[src/rtl/truth_table_sweeper_pkg.sv]
// -----------------------------------------------------------------------------
// truth_table_sweeper_pkg
// Shared types and constants for the truth-table sweeper.
//   state_t      : sweep FSM states (IDLE, SETTLE, SAMPLE, DONE)
//   TT_W         : truth-table width (one bit per 4-bit input code)
//   IDX_W        : width of the input-code index
//   ERRC_W       : width of the mismatch counter (must hold 0..16)
//   FN_MAJ_A_TT  : reference table for Y = A | BC | BD | CD
// -----------------------------------------------------------------------------
package truth_table_sweeper_pkg;

   localparam int TT_W   = 16;
   localparam int IDX_W  = 4;
   localparam int ERRC_W = 5;

   localparam logic [TT_W-1:0] FN_MAJ_A_TT = 16'hFFE8;

   typedef enum logic [1:0] {
      IDLE   = 2'd0,
      SETTLE = 2'd1,
      SAMPLE = 2'd2,
      DONE   = 2'd3
   } state_t;

endpackage

[src/rtl/truth_table_sweeper_if.sv]
// -----------------------------------------------------------------------------
// truth_table_sweeper_if
// Bundles the sweeper's control, stimulus, capture and result signals.
//   start, expected      : sweep request and expected table (env -> sweeper)
//   A, B, C, D           : 4-bit input code to the function under test
//   Y                    : function output (env -> sweeper)
//   busy, done           : sweep in progress / one-cycle result strobe
//   table_out, mismatch,
//   err_count, first_err : captured table and comparison results
//   dbg_state            : current FSM state, for observation only
// Modports: master = the sweeper, slave = the surrounding environment.
// Handshake: start is a level request sampled only while the sweeper is idle;
// there is no ready signal, so the requester learns of acceptance from busy.
// -----------------------------------------------------------------------------
interface truth_table_sweeper_if;
   import truth_table_sweeper_pkg::*;

   logic              start;
   logic [TT_W-1:0]   expected;
   logic              A;
   logic              B;
   logic              C;
   logic              D;
   logic              Y;
   logic              busy;
   logic              done;
   logic [TT_W-1:0]   table_out;
   logic              mismatch;
   logic [ERRC_W-1:0] err_count;
   logic [IDX_W-1:0]  first_err;
   state_t            dbg_state;

   modport master (
      input  start, expected, Y,
      output A, B, C, D, busy, done, table_out, mismatch, err_count,
             first_err, dbg_state
   );

   modport slave (
      output start, expected, Y,
      input  A, B, C, D, busy, done, table_out, mismatch, err_count,
             first_err, dbg_state
   );

endinterface

[src/rtl/sweep_settle_timer.sv]
// -----------------------------------------------------------------------------
// sweep_settle_timer
// Counts cycles spent waiting for the function output to settle.
//   clk, rst_n : clock, synchronous active-low reset
//   i_clr      : clear the count (has priority over i_en)
//   i_en       : count this cycle
//   o_expire   : this enabled cycle is the last settle cycle, i.e. its closing
//                edge brings the count to SETTLE_CYC; constantly high when
//                SETTLE_CYC = 0
// -----------------------------------------------------------------------------
module sweep_settle_timer #(
   parameter int SETTLE_CYC = 2
) (
   input  logic clk,
   input  logic rst_n,
   input  logic i_clr,
   input  logic i_en,
   output logic o_expire
);

   logic [3:0] r_cnt;
   logic [4:0] w_cnt_nxt;

   // One bit wider than the counter so the compare never aliases on wrap.
   assign w_cnt_nxt = {1'b0, r_cnt} + 5'd1;
   assign o_expire  = (SETTLE_CYC == 0) || (i_en && (w_cnt_nxt == 5'(SETTLE_CYC)));

   always_ff @(posedge clk) begin
      if (!rst_n) begin
         r_cnt <= 4'd0;
      end else if (i_clr) begin
         r_cnt <= 4'd0;
      end else if (i_en) begin
         r_cnt <= w_cnt_nxt[3:0];
      end
   end

endmodule

[src/rtl/truth_table_sweeper.sv]
// -----------------------------------------------------------------------------
// truth_table_sweeper
// Walks {A,B,C,D} through codes 0..15, waits SETTLE_CYC cycles per code,
// samples Y, builds the 16-bit truth table and compares it against the
// expected table latched at start.
//   clk, rst_n : clock, synchronous active-low reset
//   bus        : truth_table_sweeper_if.master (control, stimulus, results)
// Parameter SETTLE_CYC (0..15): settle cycles before each sample cycle.
// Each code occupies SETTLE_CYC+1 cycles; DONE is one extra cycle.
// -----------------------------------------------------------------------------
module truth_table_sweeper
   import truth_table_sweeper_pkg::*;
#(
   parameter int SETTLE_CYC = 2
) (
   input  logic clk,
   input  logic rst_n,
   truth_table_sweeper_if.master bus
);

   state_t            r_state;
   logic [IDX_W-1:0]  r_idx;
   logic [IDX_W-1:0]  r_vec;
   logic [TT_W-1:0]   r_exp;
   logic [TT_W-1:0]   r_table;
   logic [ERRC_W-1:0] r_err;
   logic [IDX_W-1:0]  r_first;
   logic              r_mis;
   logic              r_busy;
   logic              r_done;

   logic              w_expire;
   logic              w_tmr_clr;
   logic              w_tmr_en;
   logic              w_bit_err;
   logic [TT_W-1:0]   w_tbl_nxt;
   state_t            w_vec_state;

   // Timer runs only in SETTLE and restarts from zero for every code.
   assign w_tmr_clr = (r_state == IDLE) || (r_state == SAMPLE);
   assign w_tmr_en  = (r_state == SETTLE);

   sweep_settle_timer #(
      .SETTLE_CYC (SETTLE_CYC)
   ) u_timer (
      .clk      (clk),
      .rst_n    (rst_n),
      .i_clr    (w_tmr_clr),
      .i_en     (w_tmr_en),
      .o_expire (w_expire)
   );

   // With no settle time every code goes straight to its sample cycle.
   assign w_vec_state = (SETTLE_CYC > 0) ? SETTLE : SAMPLE;

   assign w_bit_err = (bus.Y != r_exp[r_idx]);

   // Table including the bit being sampled now; used for the final compare
   // so mismatch reflects all 16 bits in the DONE cycle.
   always_comb begin
      w_tbl_nxt        = r_table;
      w_tbl_nxt[r_idx] = bus.Y;
   end

   always_ff @(posedge clk) begin
      if (!rst_n) begin
         r_state <= IDLE;
         r_idx   <= '0;
         r_vec   <= '0;
         r_exp   <= '0;
         r_table <= '0;
         r_err   <= '0;
         r_first <= '0;
         r_mis   <= 1'b0;
         r_busy  <= 1'b0;
         r_done  <= 1'b0;
      end else begin
         r_done <= 1'b0;
         case (r_state)
            IDLE: begin
               r_vec <= '0;
               if (bus.start) begin
                  r_exp   <= bus.expected;
                  r_table <= '0;
                  r_err   <= '0;
                  r_first <= '0;
                  r_mis   <= 1'b0;
                  r_idx   <= '0;
                  r_busy  <= 1'b1;
                  r_state <= w_vec_state;
               end
            end

            SETTLE: begin
               if (w_expire) begin
                  r_state <= SAMPLE;
               end
            end

            SAMPLE: begin
               r_table <= w_tbl_nxt;
               if (w_bit_err) begin
                  r_err <= r_err + 5'd1;
                  if (r_err == '0) begin
                     r_first <= r_idx;
                  end
               end
               if (r_idx != 4'hF) begin
                  r_idx   <= r_idx + 4'd1;
                  r_vec   <= r_idx + 4'd1;
                  r_state <= w_vec_state;
               end else begin
                  // Index stays at 15; the inputs return to 0000 for DONE.
                  r_mis   <= (w_tbl_nxt != r_exp);
                  r_done  <= 1'b1;
                  r_vec   <= '0;
                  r_state <= DONE;
               end
            end

            DONE: begin
               r_busy  <= 1'b0;
               r_state <= IDLE;
            end

            default: begin
               r_state <= IDLE;
            end
         endcase
      end
   end

   assign bus.A         = r_vec[3];
   assign bus.B         = r_vec[2];
   assign bus.C         = r_vec[1];
   assign bus.D         = r_vec[0];
   assign bus.busy      = r_busy;
   assign bus.done      = r_done;
   assign bus.table_out = r_table;
   assign bus.mismatch  = r_mis;
   assign bus.err_count = r_err;
   assign bus.first_err = r_first;
   assign bus.dbg_state = r_state;

endmodule

[src/flat_wrapper.sv]
// flat-port wrapper written by rule: the top's interface ports become plain ports
module truth_table_sweeper_flat import truth_table_sweeper_pkg::*;
#(
   parameter int SETTLE_CYC = 2
)
  (clk, rst_n, bus_start, bus_expected, bus_Y, bus_A, bus_B, bus_C, bus_D, bus_busy, bus_done, bus_table_out, bus_mismatch, bus_err_count, bus_first_err, bus_dbg_state);
  truth_table_sweeper_if bus_i ();
  input  logic clk;
  input  logic rst_n;
  input wire logic [$bits(bus_i.start)-1:0] bus_start;
  input wire logic [$bits(bus_i.expected)-1:0] bus_expected;
  input wire logic [$bits(bus_i.Y)-1:0] bus_Y;
  output wire logic [$bits(bus_i.A)-1:0] bus_A;
  output wire logic [$bits(bus_i.B)-1:0] bus_B;
  output wire logic [$bits(bus_i.C)-1:0] bus_C;
  output wire logic [$bits(bus_i.D)-1:0] bus_D;
  output wire logic [$bits(bus_i.busy)-1:0] bus_busy;
  output wire logic [$bits(bus_i.done)-1:0] bus_done;
  output wire logic [$bits(bus_i.table_out)-1:0] bus_table_out;
  output wire logic [$bits(bus_i.mismatch)-1:0] bus_mismatch;
  output wire logic [$bits(bus_i.err_count)-1:0] bus_err_count;
  output wire logic [$bits(bus_i.first_err)-1:0] bus_first_err;
  output wire logic [$bits(bus_i.dbg_state)-1:0] bus_dbg_state;
  assign bus_i.start = bus_start;
  assign bus_i.expected = bus_expected;
  assign bus_i.Y = bus_Y;
  assign bus_A = bus_i.A;
  assign bus_B = bus_i.B;
  assign bus_C = bus_i.C;
  assign bus_D = bus_i.D;
  assign bus_busy = bus_i.busy;
  assign bus_done = bus_i.done;
  assign bus_table_out = bus_i.table_out;
  assign bus_mismatch = bus_i.mismatch;
  assign bus_err_count = bus_i.err_count;
  assign bus_first_err = bus_i.first_err;
  assign bus_dbg_state = bus_i.dbg_state;
  truth_table_sweeper #(.SETTLE_CYC(SETTLE_CYC)) u_core (.clk(clk), .rst_n(rst_n), .bus(bus_i));
endmodule
[config.mk]
export PLATFORM = sky130hd
export DESIGN_NAME = truth_table_sweeper_flat
export DESIGN_NICKNAME = d
export VERILOG_FILES = /design/src/rtl/truth_table_sweeper_pkg.sv /design/src/rtl/truth_table_sweeper_if.sv /design/src/rtl/sweep_settle_timer.sv /design/src/rtl/truth_table_sweeper.sv /design/src/flat_wrapper.sv
export SDC_FILE = /design/constraint.sdc
export NUM_CORES = 1
export LEC_CHECK = 0
export ABC_AREA = 1
export CORE_MARGIN = 2
export CORE_UTILIZATION = 30
export DETAILED_ROUTE_END_ITERATION = 12
export HOLD_SLACK_MARGIN = 0.02
export PLACE_DENSITY_LB_ADDON = 0.25
export SLEW_MARGIN = 20
export SYNTH_ARGS = -nofsm -noshare
export SYNTH_HDL_FRONTEND = slang
export SYNTH_SLANG_ARGS = --single-unit
[constraint.sdc]
create_clock -name clk -period 1.8 [get_ports clk]
set_input_delay 0.54 -clock clk [delete_from_list [all_inputs] [get_ports clk]]
set_output_delay 0.54 -clock clk [all_outputs]
set_load 0.01 [all_outputs]
# Word level (Yosys, flattened, before mapping)
# Index checks and enable logic that the tools add are counted.
# classes
addsub	3
magnitude_cmp	2
n_eq_ne	13
mux	28
bitwise	1
n_reduce_logical	17
# ops
operator	count
$pmux 16 s2	1
$pmux 4 s2	3
$mux 4	5
$bwmux 16	1
$mux 16	1
$ne 16x16->1	1
$mux 5	2
$pmux 5 s2	1
$reduce_and 2->1	5
$reduce_and 3->1	3
$ne 2x2->1 const B	4
$pmux 2 s4	1
$mux 1	6
$mux 2	3
$add 4x1->5 const B	1
$add 5x1->5 const B	1
$eq 5x2->1 const B	1
$logic_not 5->1	1
$lt 4x5->1 const B	1
$add 4x1->4 const B	1
$bmux 1 s4	1
$demux 1 s4	1
$eq 2x2->1 const B	2
$ge 4x1->1 const B	1
12 further kinds	16
# totals
reg_bits	58
in_bits	20
output_inout_bits	34
word_cells	75

# Depth between registers and ports, before layout
# Gate-level depths: netlist of the first run.
# logic_depth
word_depth	8
mapped_depth	15
depth_no_buf	14

# By module
# Synthesis of the first run repeated with hierarchy kept, for this count alone.
# hier_totals
hier_cells	466
area_unflattened_um2	3176.8
# modules_own_cells
module	n_inst	cells_each	area_per_inst_um2	seq_area_each_um2
truth_table_sweeper	1	433	2939.1	1081.0
sweep_settle_timer	1	33	237.7	80.1

# Worst setup path before layout of the first run
# OpenSTA, ideal clock, no wires.
# synth_path
path_kind	register -> register
startpoint	reg u_core.r_idx[1]
endpoint	reg u_core.r_mis, in the netlist u_core.bus.mismatch
setup_time_ns	0.113
arrival_ns	1.532
t_required_ns	1.687
slack_ns	0.155
path_stages_with_launch	14
n_path_buf	0
period_less_slack_ns	1.645
path_cell_list	dfxtp_1 > ha_1 > nand2_1 > clkinv_1 > nand2_1 > nand2_1 > o21ai_1 > xor2_1 > nor2_1 > nand2_1 > nor2_1 > nand2_1 > nand2_1 > nand2_1
# synth_between
elab_chain_cells	8
word_cells_on_any_way	12
cone_classes	order compare: 2; eq/ne: 3; mux: 5; reduce/logical: 2
# synth_lines
item	line	text
start, declared	truth_table_sweeper.sv:22	logic [IDX_W-1:0] r_idx;
start signal, assigned	truth_table_sweeper.sv:109	r_idx <= r_idx + 4'd1;
$lt 4x5->1 (not written as such) / $ge 4x1->1 (equally long branches)	truth_table_sweeper.sv:62	w_tbl_nxt[r_idx] = bus.Y;
$logic_and 1x1->1 (not written as such)	truth_table_sweeper.sv:62	
$mux 1 (not written as such)	truth_table_sweeper.sv:62	
$demux 1 s4	n/a	
$bwmux 16	truth_table_sweeper.sv:62	
$ne 16x16->1	truth_table_sweeper.sv:114	r_mis <= (w_tbl_nxt != r_exp);
$mux 1	truth_table_sweeper.sv:108	if (r_idx != 4'hF) begin
$pmux 1 s2	truth_table_sweeper.sv:79	case (r_state)
end signal, assigned	truth_table_sweeper.sv:114	
end, declared	truth_table_sweeper.sv:28	logic r_mis;
# Several ways; a longest one is shown, not always the timed one. The select of a mux whose other input is x is not followed.
# A chain may end at the register's enable or synchronous reset.

# Final worst setup path of the first run
# layout_path
startpoint	reg u_core.r_vec[2]
endpoint	out bus_B
# layout_rtl
item	line	text
start, declared	truth_table_sweeper.sv:23	logic [IDX_W-1:0] r_vec;
start signal, assigned	truth_table_sweeper.sv:110	r_vec <= r_idx + 4'd1;
end, declared	flat_wrapper.sv:14	output wire logic [$bits(bus_i.B)-1:0] bus_B;
# No word-level cell between the ends.

==> results.md, run 1 <==
- RSZ-0062 raised after global routing: yes
- Hold Crit Start: u_core.r_vec[3]
- Crit Path Class: reg -> out
- Reg2Reg Setup Slack: 70 ps
- CTS tree: built
- Multiplexer share of the synthesized area: 0
- Cells along the critical path: clkdlybuf4s50_1
- Die Ht: 105 um
- Diode count: 0
- Overflow after GRT: 0
- Tcrit/Tclk final: 0.974
- Period minus WS final: 1750 ps
- Initial antenna violation count: 0
- Ports placed on the boundary: 54
- Cell variety after synth: 34
- Initial DRC count: 200
- GR Layer Usage met3: 0.0443
- DPL Wire Length: 6.51 mm
- Crit start category: flop
- Slowest CP cell: clkdlybuf4s50_1
- Largest family of logic cells by synthesized area: simple AND/OR/NAND/NOR gates
- Compound-gate portion of the synthesized area: 0.179
- Crit end category: primary output
- DRC: 0
- Met2 GRT Util: 0.240
- Relative slew slack: 0.724
- Post-Syn Area: 3070 um2
- Drt total wl: 8.60 mm
- Reg2reg start: u_core.r_idx[1]
- Worst Tran Pin Value: 412 ps
- Area Growth Syn to Fin: 40.1%
- CTS max path bufs: 2
- Simple-gate share of the synthesized area: 0.266
- Vias in the first global route: 2,893
- CP arrival: 1210 ps
- Endpoints failing hold: 0
- Req. time, crit path: 1260 ps
- Yosys Warn Count: 0
- Net Count, Synth: 469
- Post-synthesis adder-cell area fraction: 0.0327
- Antenna-violating nets left: 0
- F_max: 571 MHz
- Layout net count: 556
- Pwr per Cell Area: 809 nW/um2
- LEAKAGE: 2.11 nW
- CP bufs+invs: 1
- Initial DRT Pass Iterations: 5
- DR vias: 3,082
- Flops & latches, synth: 58
- Family with the most delay on the worst path: buffers and inverters
- Setup violations, final: 0
- Critical R2R Capture: u_core.bus.mismatch
- Routability cong.: 0.902
- CTS Sinks: 58
- Sequential share of the synthesized area: 0.379
- Initial cell density of the core: 0.311
- Die area: 11,000 um2
- H-tree Lvls: 3
- Overall global routing resource usage: 0.161
- Routed WL per cell: 12.9 um
- Peak supply drop: 0.000485 V
- Avg Cell Area, Syn: 6.95 um2
- Row cnt: 36
- Reg clk slew, reported paths: 60 ps
- Max_cap viols: 0
- Core area: 9860 um2
- Cts bufs inserted: 9
- Post-synthesis share of cell area spent on xor and xnor gates: 0.0457
- Post-route cell area: 4290 um2
- Largest net degree at the start of global routing: 35
- First-pass GRT wire length: 14.2 mm
- Slew Viols, Final: 0
- Routing usage on met1: 0.231
- Crit path largest cell delay: 540 ps
- CTS root buffer: clkbuf_8
- Clock latency on the worst-skew pair: 340 ps
- Util after Layout: 0.435
- Busiest grt layer: met2
- Hold path endpoint: u_core.r_vec[3]
- Clock Skew: 8.03 ps
- Layout cells sized above 1: 0.182
- Hold Path Depth: 2
- Status: finished clean
- R2r worst-path depth: 11
- Via/cell ratio: 4.63
- Worst-path maximum fanout: 2
- Die X: 105 um
- Synth Instances: 441
- Hold Crit Class: reg -> reg
- Placed inst area: 3980 um2
- PortBufs: 53
-- where the power goes --
| part | internal [mW] | switching, mW | leakage (nW) |
|---|---|---|---|
| logic | 0.355 | 0.496 | 1.53 |
| registers | 1.37 | 0.0516 | 0.477 |
| clock network | 0.714 | 0.490 | 0.101 |
-- cells in the mapped netlist --
library cell,number,area [um2]
nor2_2,2,12.5
dfxtp_1,58,1160
nand4_1,3,18.8
o21ai_0,35,175
nand3_4,1,17.5
xnor2_1,1,8.76
o21ai_1,10,50.1
clkinv_1,2,7.51
nor2_1,45,169
nor3b_1,1,7.51
buf_2,5,25.0
nand3_1,17,85.1
inv_1,47,176
nand3_2,1,10.0
a21oi_1,34,170
xor2_1,15,131
buf_6,1,11.3
a32o_1,2,20.0
o21ai_2,1,8.76
a211oi_1,1,7.51
inv_2,7,26.3
or2_2,5,31.3
o31ai_1,1,7.51
o22ai_1,1,6.26
nand2_1,110,413
nor2_4,2,22.5
clkbuf_1,8,30.0
a2bb2oi_1,7,61.3
buf_4,3,22.5
ha_1,8,100
a21oi_2,3,26.3
nand2_4,2,22.5
o41ai_2,1,16.3
nand2_2,1,6.26
-- what timing repair did --
item,CTS,global route
cloned,0,1
setup endpoints to repair,17,23
setup buffers,0,1
hold buffers,0,0
pin swaps,0,4
gates resized for setup,22,36
-- area by class of cell --
cell class | instances | area [um2]
clock buffer | 14 | 163
clock inverter | 2 | 35.0
fill | 1021 | 5570
inverter | 56 | 215
multi-input combinational | 311 | 1670
sequential | 58 | 1170
tap | 133 | 166
timing repair buffer | 92 | 870
-- layout by cell type, fill, tap and decap left out, types with 5 or more instances in the layout --
master,Yosys,routed
clkdlybuf4s50_1,0,22
buf_4,3,36
nor2_1,45,40
o21ai_1,10,11
inv_2,7,5
nand2_1,110,108
dlymetal6s2s_1,0,15
nand3_1,17,17
dfxtp_1,58,51
nor2_2,2,7
or2_2,5,5
ha_1,8,5
clkbuf_8,0,11
o21ai_0,35,33
inv_1,47,47
a2bb2oi_1,7,7
xor2_1,15,15
dlygate4sd2_1,0,16
dfxtp_2,0,6
a21oi_1,34,34
-- state kept, by name, summed over array words and instances (netlist names) --
register	cells
u_core.r_idx	4
u_core.bus.first_err	4
u_core.u_timer.r_cnt	4
u_core.r_vec	4
u_core.bus.done	1
u_core.bus.mismatch	1
u_core.bus.table_out	16
u_core.bus.busy	1
u_core.r_exp	16
u_core.bus.dbg_state	2
u_core.bus.err_count	5
-- worst max-delay path by stage --
| stage | from | to | slack (ps) | cells past startpoint |
|---|---|---|---|---|
| 2_1_floorplan | u_core.r_idx[1] | u_core.bus.mismatch | 150 | 13 |
| 3_3_place_gp | bus_Y | u_core.bus.mismatch | -410 | 12 |
| 3_5_place_dp | bus_Y | u_core.bus.mismatch | -400 | 11 |
| 4_1_cts | u_core.bus.table_out[5] | bus_table_out[5] | 1 | 1 |
| 5_1_grt | u_core.r_idx[1] | u_core.bus.mismatch | -60 | 12 |
| 6_report | u_core.r_vec[2] | bus_B | 50 | 1 |
-- through the flow --
step	std cells	hold WS, ps	TNS [ps]	worst slack [ps]	power, mW
6_report	666	471	0	47.2	3.48
5_1_grt	666	504	-94.4	-61.3	3.68
4_1_cts	664	478	0	1.12	3.45
3_5_place_dp	648	463	-4460	-401	2.25
3_3_place_gp	648	454	-4660	-410	2.24
2_1_floorplan	441	457	0	155	1.93
-- cell families (layout without fill, tap and decap cells) --
family          after synthesis  after routing
buf+inv                      73            164
flops                        58             58
compound gates               96             96
xor+xnor                     16             16
simple gates                190            191
fa+ha+maj                     8              8
-- per-layer routing --
metal	up-vias	wire length [um]
li1	1588	-
met1	1412	4430
met2	75	3640
met3	7	435
met4	0	89
met5	-	0
Power figures use the tool's default switching activity.
==> inputs of run 2 (changes only) <==
--- a/config.mk
+++ b/config.mk
@@ -8,8 +8,9 @@
 export ABC_AREA = 1
 export CORE_MARGIN = 2
 export CORE_UTILIZATION = 30
+export CTS_CLUSTER_DIAMETER = 40
 export DETAILED_ROUTE_END_ITERATION = 12
-export HOLD_SLACK_MARGIN = 0.02
+export HOLD_SLACK_MARGIN = 0.15
 export PLACE_DENSITY_LB_ADDON = 0.25
 export SLEW_MARGIN = 20
 export SYNTH_ARGS = -nofsm -noshare
==> results of run 2 <==
No change in the layout: final DEF, timing and power equal those of run 1.
